===== src/rtl/param_fifo.sv =====
// param_fifo: parameterised single-clock FIFO with registered or first-word-fall-through read, level flags and sticky errors
module param_fifo #(
    parameter int WIDTH    = 8,
    parameter int DEPTH    = 8,
    parameter int AF_LEVEL = DEPTH - 2,
    parameter int AE_LEVEL = 2,
    parameter int FWFT     = 0
) (
    input  logic                       clk,
    input  logic                       reset,
    input  logic                       wr_req,
    input  logic [WIDTH-1:0]           data_in,
    input  logic                       rd_req,
    input  logic                       err_clr,
    output logic [WIDTH-1:0]           data_out,
    output logic                       full,
    output logic                       empty,
    output logic                       almost_full,
    output logic                       almost_empty,
    output logic [$clog2(DEPTH+1)-1:0] count,
    output logic                       overflow,
    output logic                       underflow
);
    localparam int PW = $clog2(DEPTH);
    localparam int CW = $clog2(DEPTH + 1);
    localparam logic [PW-1:0] LAST    = PW'(DEPTH - 1);
    localparam logic [CW-1:0] DEPTH_C = CW'(DEPTH);
    localparam logic [CW-1:0] AF_C    = CW'(AF_LEVEL);
    localparam logic [CW-1:0] AE_C    = CW'(AE_LEVEL);

    logic [WIDTH-1:0] mem [DEPTH];
    logic [PW-1:0]    wr_ptr, rd_ptr;
    logic             wr_ok, rd_ok;

    // status flags decoded from the registered occupancy; a blocked side never moves state
    always_comb begin
        full         = count == DEPTH_C;
        empty        = count == '0;
        almost_full  = count >= AF_C;
        almost_empty = count <= AE_C;
        wr_ok        = wr_req && !full;
        rd_ok        = rd_req && !empty;
    end

    // pointers wrap at DEPTH-1 so non-power-of-two depths work; count nets out simultaneous ops
    always_ff @(posedge clk or posedge reset) begin
        if (reset) begin
            wr_ptr <= '0;
            rd_ptr <= '0;
            count  <= '0;
        end else begin
            if (wr_ok) wr_ptr <= (wr_ptr == LAST) ? '0 : wr_ptr + 1'b1;
            if (rd_ok) rd_ptr <= (rd_ptr == LAST) ? '0 : rd_ptr + 1'b1;
            count <= count + CW'(wr_ok) - CW'(rd_ok);
        end
    end

    // sticky errors: a new violation wins over a clear in the same cycle
    always_ff @(posedge clk or posedge reset) begin
        if (reset) begin
            overflow  <= 1'b0;
            underflow <= 1'b0;
        end else begin
            overflow  <= (wr_req && full) || (overflow && !err_clr);
            underflow <= (rd_req && empty) || (underflow && !err_clr);
        end
    end

    // storage is deliberately not reset; contents are meaningless until rewritten
    always_ff @(posedge clk) begin
        if (wr_ok) mem[wr_ptr] <= data_in;
    end

    generate
        if (FWFT != 0) begin : g_fwft
            assign data_out = empty ? '0 : mem[rd_ptr];
        end else begin : g_reg
            // registered read: head word captured on the edge of an accepted pop, held otherwise
            always_ff @(posedge clk or posedge reset) begin
                if (reset) data_out <= '0;
                else if (rd_ok) data_out <= mem[rd_ptr];
            end
        end
    endgenerate
endmodule

===== config.mk =====
export PLATFORM = sky130hd
export DESIGN_NAME = param_fifo
export DESIGN_NICKNAME = d
export VERILOG_FILES = /design/src/rtl/param_fifo.sv
export SDC_FILE = /design/constraint.sdc
export NUM_CORES = 1
export LEC_CHECK = 0
export CAP_MARGIN = 10
export CORE_MARGIN = 3
export CORE_UTILIZATION = 40
export DETAILED_ROUTE_END_ITERATION = 10
export PLACE_DENSITY = 0.66
export SLEW_MARGIN = 40
export SYNTH_ARGS = -nofsm -noshare
export SYNTH_HDL_FRONTEND = slang
export SYNTH_SLANG_ARGS = --single-unit

===== constraint.sdc =====
create_clock -name clk -period 6.5 [get_ports clk]
set_input_delay 0.975 -clock clk [delete_from_list [all_inputs] [get_ports clk]]
set_output_delay 0.975 -clock clk [all_outputs]
set_load 0.01 [all_outputs]

==> results.toml, run 1 <==
[grt]
use_met1_pct = 19.1
first_global_vias = 1948
busiest_layer = "met2"
antenna_found_initial = 0
grt_max_degree = 36
use_met3_pct = 4.89
grt_overflow = 0
met2_usage_pct = 22.8
grt_usage_pct = 14.8
grt_first_pass_wirelength_um = 11000

[timing]
slew_headroom_pct = 46.7
fmax_mhz = 303
finalCriticalPeriod_ns = 3.30
fin_tns_setup_ns = 0
final-setup-viol-count = 0
finalCritPeriodShare_pct = 50.8
maxSlewViolCount = 0
rsz0062_at_grt = "false"
fin_skew_ns = 0.00623
hold_viol = 0
tightestPinTransition_ns = 0.799

[critical_path]
max_stage_delay_ns = 0.67
cp-start-kind = "flip-flop"
worstSetupEndpointType = "output port"
critPathSlowestCell = "clkdlybuf4s50_1"
crit_fanout = 12
cp_cell_sequence = "inv_1 > ha_1 > nor3b_2 > clkdlybuf4s50_1"
required_ns = 5.52
criticalPathCategory = "reg -> out"
cp.arrival_ns = 2.33

[synthesis]
synthArstFlopShare_pct = 23.8
synth_top_area_share_pct = 52.8
synth_top_cell_by_area = "edfxtp_1"
synth_ff_type = "edfxtp_1"
synth.area.top_cells = "edfxtp_1, dfrtp_1, mux2i_1"
synth_fp_nets = 252
ys_seq_area_share_pct = 66.6
syn_avg_cell_area_um2 = 16.1
ys_types = 33
ys_ff_latch = 84
synth_area_mm2 = 0.00364
synth-edff-count = 64
syn_inst = 226
synth_warnings = 0

[clock_network]
cts_setup_buffers = 0
path_clk_slew_ns = 0.09
ctsLongestPathBuffers = 2
cts_tree = "yes"
cts-root-buf = "clkbuf_8"
clock_tree.htree_level_count = 3
cts_buffers = 9
cts.repair.resized = 0
clk_latency_ns = 0.35
ctsHoldBuffers = 0
clock-sinks = 84

[min_path]
worst_hold_path_type = "reg -> reg"

[placed_design]
dpl.cell_count = 360
port_buffers = 30
hpwl_um = 4470
gp_congestion = 0.744

[layout]
n_antenna_cell = 0
final_cell_count_no_fill = 376
fin_util_pct = 48.4
nNetsFinal = 289
drive_above_1_share_pct = 20.1
area_growth_pct = 16.7

[routing]
drt-total-wl_um = 6880
vias = 1955
dr.pass1.iters = 4
vias_per_cell = 5.20
ant_nets = 0
drcViolationCount = 0
wl_per_cell_um = 18.3
drt_iter0_drc = 129

[pwr]
power-per-cell-area_mw_per_mm2 = 433
peakVddDrop_mv = 0.178
power.leakage_nw = 1.58

[outcome]
status = "complete, no violations"

[floorplan]
core_mm2 = 0.00876
ioPinCount = 31
start_util_pct = 41.5
die_h_um = 101
num_rows = 34
dieArea_mm2 = 0.0103
die_w_um = 101

[run]
cap_violations = 0
-- placed cells by master (no fill, tap or decap), drive strengths merged --
master,count
o31ai,8
inv,14
a21o,1
nor2b,2
clkinv,2
a22o,9
buf,4
xor2,1
nand2,8
nor3b,1
nand2b,5
o21ai,12
nor3,4
mux2i,16
nand3,1
clkinvlp,3
ha,12
clkbuf,10
mux2,21
nor4,1
fa,1
nor2,7
clkdlybuf4s50,30
xnor2,1
edfxtp,64
a21oi,1
dfrtp,20
or3b,1
o22ai,8
-- worst paths after layout --
check / start / endpoint / slack, ns / cells after the start
max reg2reg: count[3] / count[2] / 3.26 / 11
max in group asynchronous: reset / data_out[5] / 5.24 / 2
min reg2reg: underflow / underflow / 0.53 / 2
max: count[3] / empty / 3.20 / 4
min: underflow / underflow / 0.53 / 2
min in group asynchronous: reset / wr_ptr[0] / 0.94 / 2
-- Yosys cell counts (2+ instances only) --
| library cell | instances |
|---|---|
| edfxtp_1 | 64 |
| dfrtp_1 | 20 |
| mux2i_1 | 16 |
| inv_1 | 13 |
| ha_1 | 12 |
| o21ai_0 | 12 |
| a22o_1 | 9 |
| mux2_4 | 8 |
| o31ai_2 | 8 |
| mux2_2 | 7 |
| nand2_1 | 7 |
| nor2_1 | 7 |
| o22ai_1 | 7 |
| mux2_1 | 6 |
| nand2b_1 | 5 |
| nor3_1 | 4 |
| buf_1 | 2 |
| buf_12 | 2 |
| buf_6 | 2 |
| nor2b_1 | 2 |
-- worst max-delay path, delay by kind of cell (launching register included) --
family,cells,cell delay (ns)
buffers and inverters,2,0.80
and+or+nand+nor,1,0.59
adders and majority gates,1,0.17
DFF,1,0.41
-- cell type report --
class	count	area [um^2]
tap	108	135
inverter	13	48.8
multi-input combinational	121	1120
timing repair buffer	34	330
sequential	84	2420
clock inverter	6	48.8
fill	742	4520
clock buffer	10	138
-- flip-flops by register name, summed over array words and instances (netlist names) --
name	flops
mem	64
data_out	8
count	4
rd_ptr	3
wr_ptr	3
overflow	1
underflow	1
-- power breakdown --
| group | total (mW) | switching [mW] | internal [mW] | leakage (nW) |
|---|---|---|---|---|
| combinational | 0.706 | 0.360 | 0.346 | 0.673 |
| clock | 0.344 | 0.193 | 0.152 | 0.0851 |
| sequential | 0.788 | 0.0832 | 0.705 | 0.822 |
| total | 1.84 | 0.636 | 1.20 | 1.58 |
-- logic make-up after synthesis --
logic type / synth area share [%]
multiplexers: 11.7
buffers and inverters: 3.58
adder cells (fa/ha/maj): 4.68
XOR/XNOR: 0.482
AO/OA/AOI/OAI: 8.46
AND/OR/NAND/NOR: 4.47
flip-flops: 66.6
-- per-layer routing --
layer,vias to the layer above,share of wire [%],routed length [um]
met4,0,2.8,193
met5,-,0,0
met2,65,48,3310
li1,922,-,-
met3,14,5.9,406
met1,954,43,2970
-- metrics by stage --
stage          hold slack (ns)  power, mW  worst slack, ns  instance area [um^2]
4_1_cts                  0.539       1.86             3.18                  4240
3_5_place_dp             0.523       1.52             3.23                  4050
3_3_place_gp             0.516       1.49             3.28                  4040
5_1_grt                  0.576       1.96             3.03                  4240
2_1_floorplan            0.549       1.28             4.08                  3640
6_report                 0.530       1.84             3.20                  4240
No activity file was read; power rests on OpenSTA's default activity.
==> run 2, diff against run 1 <==
- clock period: 6.5 -> 3.21 ns (I/O delays scaled with it)
==> results.toml, run 2 (synthesis results as in run 1) <==
[clock_network]
cts-root-buf = "clkbuf_8"
ctsLongestPathBuffers = 2
cts_setup_buffers = 0
cts.repair.resized = 0
ctsHoldBuffers = 0
clock-sinks = 84
cts_buffers = 9
clk_latency_ns = 0.35
path_clk_slew_ns = 0.09
clock_tree.htree_level_count = 3
cts_tree = "yes"

[placed_design]
gp_congestion = 0.752
port_buffers = 30
hpwl_um = 4420
dpl.cell_count = 367

[layout]
largest_reg_flops = 64
nNetsFinal = 296
mostFrequentLayoutCells = "edfxtp_1, clkdlybuf4s50_1, dfrtp_1, mux2i_1"
final_cell_count_no_fill = 383
n_antenna_cell = 0
reg.largest.list = "mem: 64 flops, data_out: 8 flops, count: 4 flops"
drive_above_1_share_pct = 20.4
layout_commonest_cell = "edfxtp_1"
largest-register = "mem"
area_growth_pct = 17.2

[routing]
ant_nets = 0
drt-total-wl_um = 6810
wl_per_cell_um = 17.8
drt_iter0_drc = 95
dr.pass1.iters = 4
drcViolationCount = 0
vias = 1986
vias_per_cell = 5.19

[floorplan]
ioPinCount = 31
num_rows = 34
die_w_um = 101
core_mm2 = 0.00876
start_util_pct = 41.5
die_h_um = 101
dieArea_mm2 = 0.0103

[grt]
grt_first_pass_wirelength_um = 10900
antenna_found_initial = 0
grt_max_degree = 36
first_global_vias = 2111
grt_overflow = 0
grt_usage_pct = 14.5

[timing]
finalCriticalPeriod_ns = 2.58
fin_tns_setup_ns = 0
final-setup-viol-count = 0
rsz0062_at_grt = "false"
tightestPinTransition_ns = 0.782
fin_skew_ns = 0.00743
maxSlewViolCount = 0
finalCritPeriodShare_pct = 80.4
slew_headroom_pct = 47.8
hold_viol = 0
fmax_mhz = 387

[pwr]
finalPower_mw = 3.71
power-per-cell-area_mw_per_mm2 = 870
peakVddDrop_mv = 0.277
power.leakage_nw = 1.62

[critical_path]
worstSetupEndpointType = "output port"
cp.arrival_ns = 2.10
cp-start-kind = "flip-flop"
crit_fanout = 4
criticalPathCategory = "reg -> out"
reg2regPathDepth = 12
required_ns = 2.73

[outcome]
status = "complete, no violations"

[run]
cap_violations = 0

[min_path]
worst_hold_path_type = "in -> async"
## run 2: through the flow
| step | utilization, % | hold slack, ns | setup WS (ns) | area (um^2) |
|---|---|---|---|---|
| final | 48.6 | 0.453 | 0.628 | 4260 |
| after global routing | 48.6 | 0.482 | 0.528 | 4260 |
| after CTS | 48.6 | 0.532 | 0.597 | 4260 |
| after detailed placement | 46.6 | 0.517 | 0.815 | 4080 |
| after global placement | 46.6 | 0.514 | 0.878 | 4080 |
| after floorplan | - | 0.445 | 0.826 | 3640 |
## run 2: worst max-delay path, stage by stage (launching register included)
cell             delay [ns]
dfrtp_1                0.40
inv_1                  0.13
ha_1                   0.17
or3b_4                 0.40
inv_1                  0.11
clkdlybuf4s50_1        0.54
## run 2: worst paths after layout
path,slack [ns],from,to
max in group asynchronous,2.44,reset,data_out[3]
hold reg to reg,0.53,underflow,underflow
setup / recovery,0.63,count[2],full
min in group clk,0.53,underflow,underflow
setup reg to reg,0.79,count[3],count[2]
hold / removal,0.45,reset,data_out[0]
## run 2: area by class of cell
class                           instances  area [um^2]
Timing Repair Buffer                   41          383
Clock buffer                            9          124
Fill cell                             761         4500
Tap cell                              108          135
Sequential cell                        84         2420
Multi-Input combinational cell        121         1090
Inverter                               13         48.8
Clock inverter                          7         58.8
## run 2: metal layers
| layer | track usage, % | share of wire [%] |
|---|---|---|
| met1 | 18.5 | 46 |
| met5 | 0 | 0 |
| met4 | 6.44 | 1.7 |
| met2 | 24.2 | 49 |
| met3 | 2.55 | 3.1 |
## run 2: power by group
group / internal [mW] / total (mW) / leakage [nW] / switching [mW]
registers: 1.43 / 1.58 / 0.822 / 0.155
clock network: 0.293 / 0.693 / 0.0921 / 0.400
logic: 0.719 / 1.43 / 0.704 / 0.716
==> run 3, diff against run 2 <==
- clock period: 3.21 -> 2.4 ns (I/O delays scaled with it)
==> results.toml, run 3 (synthesis results as in run 1) <==
[clock_network]
clk_latency_ns = 0.35
cts_buffers = 9
path_clk_slew_ns = 0.08
cts-root-buf = "clkbuf_8"
cts_setup_buffers = 0
clock_tree.htree_level_count = 3
clock-sinks = 84
cts_tree = "yes"
ctsLongestPathBuffers = 2

[pwr]
power-per-cell-area_mw_per_mm2 = 1170
power.leakage_nw = 1.66
peakVddDrop_mv = 0.424

[critical_path]
crit_fanout = 4
cp-start-kind = "flip-flop"
rrSetupSlack_ns = 0.16
criticalPathCategory = "reg -> reg"
reg2regPathDepth = 10
worstSetupEndpointType = "flip-flop"
endpoint = "count[3]"
r2r-end = "count[3]"
r2r-start = "count[2]"
crit_start = "count[2]"
cp.arrival_ns = 2.51
required_ns = 2.67

[layout]
largest-register = "mem"
final_cell_count_no_fill = 386
nNetsFinal = 299
fin_util_pct = 49.2
area_growth_pct = 18.5
layout_commonest_cell = "edfxtp_1"
n_antenna_cell = 0
mostFrequentLayoutCells = "edfxtp_1, clkdlybuf4s50_1, dfrtp_1, mux2i_1"
drive_above_1_share_pct = 20.5
reg.largest.list = "mem: 64 flops, data_out: 8 flops, count: 4 flops"
fillers = 753
largest_reg_flops = 64

[timing]
finalCriticalPeriod_ns = 2.24
rsz0062_at_grt = "false"
fmax_mhz = 446
slew_headroom_pct = 51.3
fin_skew_ns = 0.00966
hold_viol = 0
tightestPinTransition_ns = 0.729
maxSlewViolCount = 0
layout_setup_ws_ns = 0.158
fin_tns_setup_ns = 0
finalCritPeriodShare_pct = 93.4
final-setup-viol-count = 0

[routing]
drt_iter0_drc = 98
ant_nets = 0
drt-total-wl_um = 6830
dr.pass1.iters = 6
wl_per_cell_um = 17.7
vias_per_cell = 5.23
drcViolationCount = 0
vias = 2017

[grt]
first_global_vias = 2024
grt_usage_pct = 14.5
grt_first_pass_wirelength_um = 11000
antenna_found_initial = 0
grt_overflow = 0
grt_max_degree = 26

[min_path]
worst_hold_path_type = "in -> async"

[placed_design]
gp_congestion = 0.805
dpl.cell_count = 370
port_buffers = 30
hpwl_um = 4380
pre_cts_ws_ns = 0.121

[outcome]
status = "complete, no violations"

[floorplan]
dieArea_mm2 = 0.0103
ioPinCount = 31
num_rows = 34
die_w_um = 101
die_h_um = 101
start_util_pct = 41.5
core_mm2 = 0.00876

[run]
cap_violations = 0
run 3: cell types whose count changed in the layout (fill, tap and decap cells not counted), moves of 2 or more:
cell / before / now
clkbuf_1: 0 / 3
clkinv_4: 2 / 0
clkdlybuf4s50_1: 30 / 28
inv_6: 2 / 0
run 3: per-stage QoR:
step	instance area (um^2)	total power, mW	hold slack, ns
finish	4310	5.04	0.344
detailed placement	4120	4.13	0.520
global route	4310	5.39	0.362
floorplan	3640	3.47	0.324
CTS	4300	5.10	0.343
global placement	4120	4.09	0.517
run 3: timing repair:
item | CTS | global route
pin swaps | 0 | 0
gates resized for setup | 2 | 4
hold endpoints to repair | 0 | 0
endpoints found under the setup margin | 2 | 3
hold buffers | 0 | 0
run 3: layout make-up:
cell class,instances,area [um^2],share of cell area (%)
multi-input cells,121,1100,25.4
clock buffers,12,135,3.13
inverters,13,48.8,1.13
clock inverters,4,50.0,1.16
flip-flops and latches,84,2420,56.2
repair buffers,44,423,9.81
well taps,108,135,3.13
run 3: critical path, stage by stage, from the launching register on:
cell	delay, ns
dfrtp_1	0.41
inv_2	0.10
ha_1	0.15
or3b_4	0.40
nand2_4	0.08
ha_1	0.20
inv_1	0.06
ha_1	0.27
a21o_1	0.18
a21oi_1	0.16
xor2_1	0.15
run 3: how the worst min path moves through the flow:
stage | slack, ns | to | from
2_1_floorplan | 0.32 | count[0] | reset
3_3_place_gp | 0.52 | underflow | underflow
3_5_place_dp | 0.52 | underflow | underflow
4_1_cts | 0.34 | data_out[7] | reset
5_1_grt | 0.36 | data_out[5] | reset
6_report | 0.34 | data_out[7] | reset
run 3: routing by layer:
| metal | part of all wire (%) | global-route usage (%) |
|---|---|---|
| met4 | 1.0 | 4.29 |
| met5 | 0 | 0 |
| met1 | 44 | 18.2 |
| met3 | 4.4 | 3.93 |
| met2 | 51 | 24.6 |
run 3: power by group:
part | switching [mW] | total (mW) | internal [mW]
logic | 0.931 | 1.93 | 1.00
registers | 0.242 | 2.15 | 1.91
clock network | 0.479 | 0.960 | 0.481
